$ cat src/rtl/pc_fetch_unit.sv
// PC register and instruction-fetch sequencer with req/ack memory port.
// Optional misaligned-branch trap and halt: define PC_MISALIGN_TRAP_EN.
module pc_fetch_unit #(
  parameter int              XLEN     = 32,
  parameter logic [XLEN-1:0] RESET_PC = '0
) (
  input  logic            clk,
  input  logic            rst_n,
  output logic            imem_req,
  output logic [XLEN-1:0] imem_addr,
  input  logic            imem_ack,
  input  logic [XLEN-1:0] imem_rdata,
  output logic [XLEN-1:0] instr,
  output logic            instr_valid,
  input  logic            instr_ready,
  input  logic            branch_taken,
  input  logic [XLEN-1:0] branch_target,
  output logic [XLEN-1:0] pc_out,
  output logic [XLEN-1:0] pc_plus4_out,
  output logic            trap
);

`ifdef PC_MISALIGN_TRAP_EN
  typedef enum logic [1:0] {
    IDLE, FETCH, VALID, HALT
  } state_e;
`else
  typedef enum logic [1:0] {
    IDLE, FETCH, VALID
  } state_e;
`endif

  state_e          state_q, state_d;
  logic [XLEN-1:0] pc_q, pc_d;
  logic [XLEN-1:0] instr_q, instr_d;
  logic            trap_q, trap_d;
  logic [XLEN-1:0] pc_plus4;
  logic            retire;

  assign pc_plus4     = pc_q + {{(XLEN-3){1'b0}}, 3'd4};
  assign imem_req     = (state_q == FETCH);
  assign imem_addr    = pc_q;
  assign instr        = instr_q;
  assign instr_valid  = (state_q == VALID);
  assign pc_out       = pc_q;
  assign pc_plus4_out = pc_plus4;
  assign retire       = instr_valid & instr_ready;

  always_comb begin
    state_d = state_q;
    pc_d    = pc_q;
    instr_d = instr_q;
    trap_d  = 1'b0;
    unique case (state_q)
      IDLE:  state_d = FETCH;
      FETCH: begin
        if (imem_ack) begin
          instr_d = imem_rdata;
          state_d = VALID;
        end
      end
      VALID: begin
        if (retire) begin
`ifdef PC_MISALIGN_TRAP_EN
          if (branch_taken && (branch_target[1:0] != 2'b00)) begin
            trap_d  = 1'b1;
            state_d = HALT;
          end else begin
            pc_d    = branch_taken ? branch_target : pc_plus4;
            state_d = FETCH;
          end
`else
          // Without the trap, misaligned targets are silently aligned down
          pc_d    = branch_taken ?
                    {branch_target[XLEN-1:2], 2'b00} : pc_plus4;
          state_d = FETCH;
`endif
        end
      end
`ifdef PC_MISALIGN_TRAP_EN
      HALT:    state_d = HALT;
`endif
      default: state_d = IDLE;
    endcase
  end

  always_ff @(posedge clk or negedge rst_n) begin
    if (!rst_n) begin
      state_q <= IDLE;
      pc_q    <= RESET_PC;
      instr_q <= '0;
      trap_q  <= 1'b0;
    end else begin
      state_q <= state_d;
      pc_q    <= pc_d;
      instr_q <= instr_d;
      trap_q  <= trap_d;
    end
  end

`ifdef PC_MISALIGN_TRAP_EN
  assign trap = trap_q;
`else
  assign trap = 1'b0;
  logic unused_trap;
  assign unused_trap = trap_q;
`endif

endmodule
$ cat config.mk
export PLATFORM = sky130hd
export DESIGN_NAME = pc_fetch_unit
export DESIGN_NICKNAME = d
export VERILOG_FILES = /design/src/rtl/pc_fetch_unit.sv
export SDC_FILE = /design/constraint.sdc
export NUM_CORES = 1
export LEC_CHECK = 0
export CORE_MARGIN = 2
export CORE_UTILIZATION = 36
export CTS_CLUSTER_SIZE = 14
export DETAILED_ROUTE_END_ITERATION = 6
export GPL_ROUTABILITY_DRIVEN = 0
export HOLD_SLACK_MARGIN = 0.1
export PLACE_DENSITY = 0.77
export REMOVE_ABC_BUFFERS = 1
export SYNTH_ARGS = -nofsm -noshare
export SYNTH_HDL_FRONTEND = slang
export SYNTH_SLANG_ARGS = --single-unit
$ cat constraint.sdc
create_clock -name clk -period 2.3 [get_ports clk]
set_input_delay 0.69 -clock clk [delete_from_list [all_inputs] [get_ports clk]]
set_output_delay 0.69 -clock clk [all_outputs]
set_load 0.03 [all_outputs]
# ---- Word level (Yosys, flattened, before mapping)
# Cells that the tools add are included.
dict set report totals {
  ff_bits 66
  in_bits 69
  output_inout_bits 131
  elab_cells 17
}
dict set report op_classes {
  add_sub_neg 1
  n_eq_ne 4
  muxes 4
  bitwise_logic 1
  n_reduce_logical 4
}
# op n
set ops {}
lappend ops {{32-bit by 3-bit adder with 32-bit output (second input constant)} 1}
lappend ops {{32-bit two-way mux} 1}
lappend ops {{2-bit one-hot mux with 3 select lines} 1}
lappend ops {{2-bit AND reduction} 3}
lappend ops {{2-bit two-way mux} 2}
lappend ops {{2-bit by 1-bit != test with 1-bit output (second input constant)} 2}
lappend ops {{2-bit by 1-bit == test with 1-bit output (second input constant)} 1}
lappend ops {{2-bit == test (second input constant)} 1}
lappend ops {{2-bit zero test} 1}
lappend ops {{1-bit bitwise AND} 1}

# ---- Longest topological paths before layout
dict set report depth {
  depth_word 4
  ltp_mapped 7
  ltp_nobuf 6
}

# ---- Worst setup path after synthesis
# Ideal clock, no wire load.
dict set report synth_timing {
  path_kind {register -> output}
  startpoint {register pc_q[2], in the netlist imem_addr[2]}
  endpoint {output port pc_plus4_out[26]}
  arrival_ns 2.329
  path_slack_ns -0.719
  stages_incl_launch_ff 6
  path_buffers 0
  path_cell_list {dfrtp_1 ha_1 nand4_1 nor4_4 nand4_1 xnor2_1}
}
dict set report synth_between {
  elab_chain_len 1
}
# element line_no
set synth_rtl {}
lappend synth_rtl {{from (decl)} 34} ;# logic [XLEN-1:0] pc_q, pc_d;
lappend synth_rtl {{from (signal assigned)} 95} ;# pc_q <= pc_d;
lappend synth_rtl {{32-bit by 3-bit adder with 32-bit output} 40} ;# assign pc_plus4 = pc_q + {{(XLEN-3){1'b0}}, 3'd4};
lappend synth_rtl {{to (decl)} 19} ;# output logic [XLEN-1:0] pc_plus4_out,
# No other way between the ends.

# ---- Worst setup path in the final report
dict set report layout_timing {
  startpoint {register pc_q[3], in the netlist imem_addr[3]}
  endpoint {output port pc_plus4_out[23]}
}
# Same word-level chain as after synthesis.

==> impl_results.md <==
* Sink Count at 64
* Peak VDD IR at approximately 0.82 mV
* Die area at 11500 sq um
* Drt drc at 0
* Final hold violation count at 0
* DPL Wire Length at 9250 microns
* Initial DRC Count at 188
* Root Driver: clkbuf_8
* Critical Path RT at 1610 ps
* Dpl ws at -182 ps
* Nets at 719
* Slowest stage cell on the critical path: dfrtp_1
* Sw Ratio at 0.468
* Final min period at 2690 ps
* CTS Buf Count at 9
* Worst Path Arrival at 2000 ps
* Initial Util at 0.372
* Layout cells sized above 1 at 0.356
* Max Slew Vio Count at 0
* Static Leak at between 3 and 4 nW
* I/O Pins at 200
* Final core utilization at 0.685
* Initial antenna violation count at 0
* Avg Inst Size Synth at 9.68 sq um
* Total grt overflow at 0
* Delay of the slowest cell on the worst path at 400 ps
* Number of global-route vias before repair at 4050
* Post-synth EDFFs at 0
* Async SR Flop Fraction at 1.00
* CP Capture Type: output port
* Finished Cell Area at a little over 7000 sq um
* WL/cell at 17.3 microns
* Combinational power share at 0.678
* Internal Power at 5.24 mW
* Reg power frac at 0.206
* Number of synthesized register bits at 64
* Final setup violation count at 26
* I/O Buffers at 190
* Sequential element share of the synthesized area at 0.417
* Worst-Skew Late Latency at between 300 and 400 ps
* Final setup margin at -392 ps
* Ant diodes at 0
* Finished Layout Cells at 790
* Routed WL at 13700 microns
* RSZ-0062 raised after global routing: yes
* Clk pwr share at 0.116
* Clock H-tree levels at 3
* First-pass GRT wire length at 20100 microns
* Cell Area, Placed at 6080 sq um
* YS warnings at 0
* Failing checks: setup timing
* Fin Hold WS at 358 ps
* Fill count at roughly 770
* Ys flop type: dfrtp_1
* Max-cap violations at 0
* Clk buf depth at 2
* Hold Path Class: in2async
* Largest net degree at the start of global routing at between 40 and 50
* Library cells used by synthesis at 48
* Sequential cell area at 1600 sq um
* F_max at 371 MHz
* P per Cell Area at 1390 nW/um^2
* Most common cell type on the critical path: buf_6
* Final Skew at 12.5 ps
* Clock transition at path regs at 80 ps
* Setup CP Type: reg2out
* Setup TNS Final at -7180 ps
* DP Cell Count at 734
* Multi-input logic area at 2170 sq um
* Cts hold-fix bufs at 0
* Worst path cell trace: buf_6 > buf_6 > nand3_4 > nor4_4 > buf_6 > and2_4 > nand4_1 > xnor2_1 > buf_4
* TritonCTS clock tree: yes
* Buf/Inv on CP at 4
* Slew @ Worst Pin at 642 ps
* Total Routing Usage GR at 0.220
* Vias at 4088
* NetSw at 4.62 mW
* Nature of the critical path startpoint: flop
* Vias per inst at a little over 5
* FP Rows at 37
* Overall power at 9.86 mW
* Slew Limit Headroom at 0.572
* First drt pass iteration count at 5
* DRT antenna net count at 0
* Final Cycle Share at 1.17
* CORE AREA at slightly above 10000 sq um
* P&R area growth vs syn at 84.1%
* Top cell family by delay on the critical path: buffers and inverters
* Die X-Extent at ~110 microns
* Cells after Synth at 397
* Max FO, Critical Path at 5
* Run status: finished with violations
* Die height at 107 microns
* Cell Area, Synth at between 3000 and 4000 sq um
==> what timing repair did <==
item,in CTS,in global routing
setup endpoints to repair,32,36
resized for setup,57,66
pin swaps,26,27
setup buffers,26,19
==> power groups by stage <==
stage               clock (mW)  sequential (mW)  combinational, mW
floorplan                    0             3.67               1.63
global placement             0             1.97               6.13
detailed placement           0             2.02               6.21
CTS                       1.15             2.00               6.41
global route              1.20             2.09               6.98
finish                    1.14             2.03               6.68
==> layout by cell type (no fill, tap or decap), types with 5 or more instances in the layout <==
master,Yosys,final
dfrtp_1,64,62
mux2_2,32,32
dlymetal6s2s_1,0,13
nand3_1,17,12
dlygate4sd2_1,0,16
clkbuf_8,0,10
nand2_1,34,30
inv_1,5,5
buf_6,0,38
buf_4,38,89
xor2_1,9,7
clkdlybuf4s50_1,0,131
a2bb2oi_1,7,7
nor2_1,21,20
o21ai_0,23,23
a21oi_1,15,15
nand4_1,11,11
mux2i_1,7,7
conb_1,1,7
nor3_1,9,6
xnor2_1,19,7
xnor2_2,0,10
a22oi_1,6,6
buf_12,0,8
o22ai_1,8,8
==> flip-flops by register name (all words and copies together) (netlist names) <==
signal / flops
instr: 32
imem_addr: 30
state_q: 2
==> path summary, 6_finish.rpt <==
kind | cells after the start | endpoint | startpoint | slack, ps
min | 1 | instr[25] | rst_n | 360
max | 9 | pc_plus4_out[23] | imem_addr[3] | -390
min in group clk | 1 | instr[3] | instr[3] | 510
max in group asynchronous | 2 | instr[13] | rst_n | 1270
min reg2reg | 1 | instr[3] | instr[3] | 510
max reg2reg | 15 | imem_addr[27] | imem_addr[3] | 150
==> cell type report <==
type                    instances  area share
multi-input cells             272       0.307
flip-flops and latches         64       0.227
repair buffers                297       0.407
clock inverters                 6      0.0131
clock buffers                  10      0.0195
well taps                     136      0.0241
inverters                       5     0.00265
==> layer usage <==
| layer | global-route usage | vias to the layer above | wire, microns |
|---|---|---|---|
| li1 | - | 1876 | - |
| met2 | 0.390 | 182 | 7330 |
| met5 | 0 | - | 0 |
| met1 | 0.266 | 2001 | 5200 |
| met4 | 0.0993 | 0 | 363 |
| met3 | 0.0266 | 29 | 797 |
==> cell families after synthesis <==
logic type | after synthesis | share of synthesized area
AND/OR/NAND/NOR | 129 | 0.189
flip-flops | 64 | 0.417
XOR/XNOR | 28 | 0.0638
other | 1 | 0.000976
buffers and inverters | 67 | 0.104
adder cells (fa/ha/maj) | 1 | 0.00326
AO/OA/AOI/OAI | 68 | 0.110
multiplexers | 39 | 0.112
==> cell usage after synthesis (6+ instances only) <==
master	count	area share
and3_1	7	0.011
xor2_1	9	0.021
mux2_2	32	0.094
mux2i_1	7	0.018
dfrtp_1	64	0.42
o22ai_1	8	0.013
nor2_1	21	0.021
xnor2_1	19	0.043
nand2_1	34	0.033
buf_4	38	0.074
clkbuf_1	15	0.015
o21ai_0	23	0.030
nand4_1	11	0.018
a21oi_1	15	0.020
a22oi_1	6	0.012
nand3_1	17	0.022
nor3_1	9	0.012
a2bb2oi_1	7	0.016
Note: power is estimated with default switching activity, not from simulation.
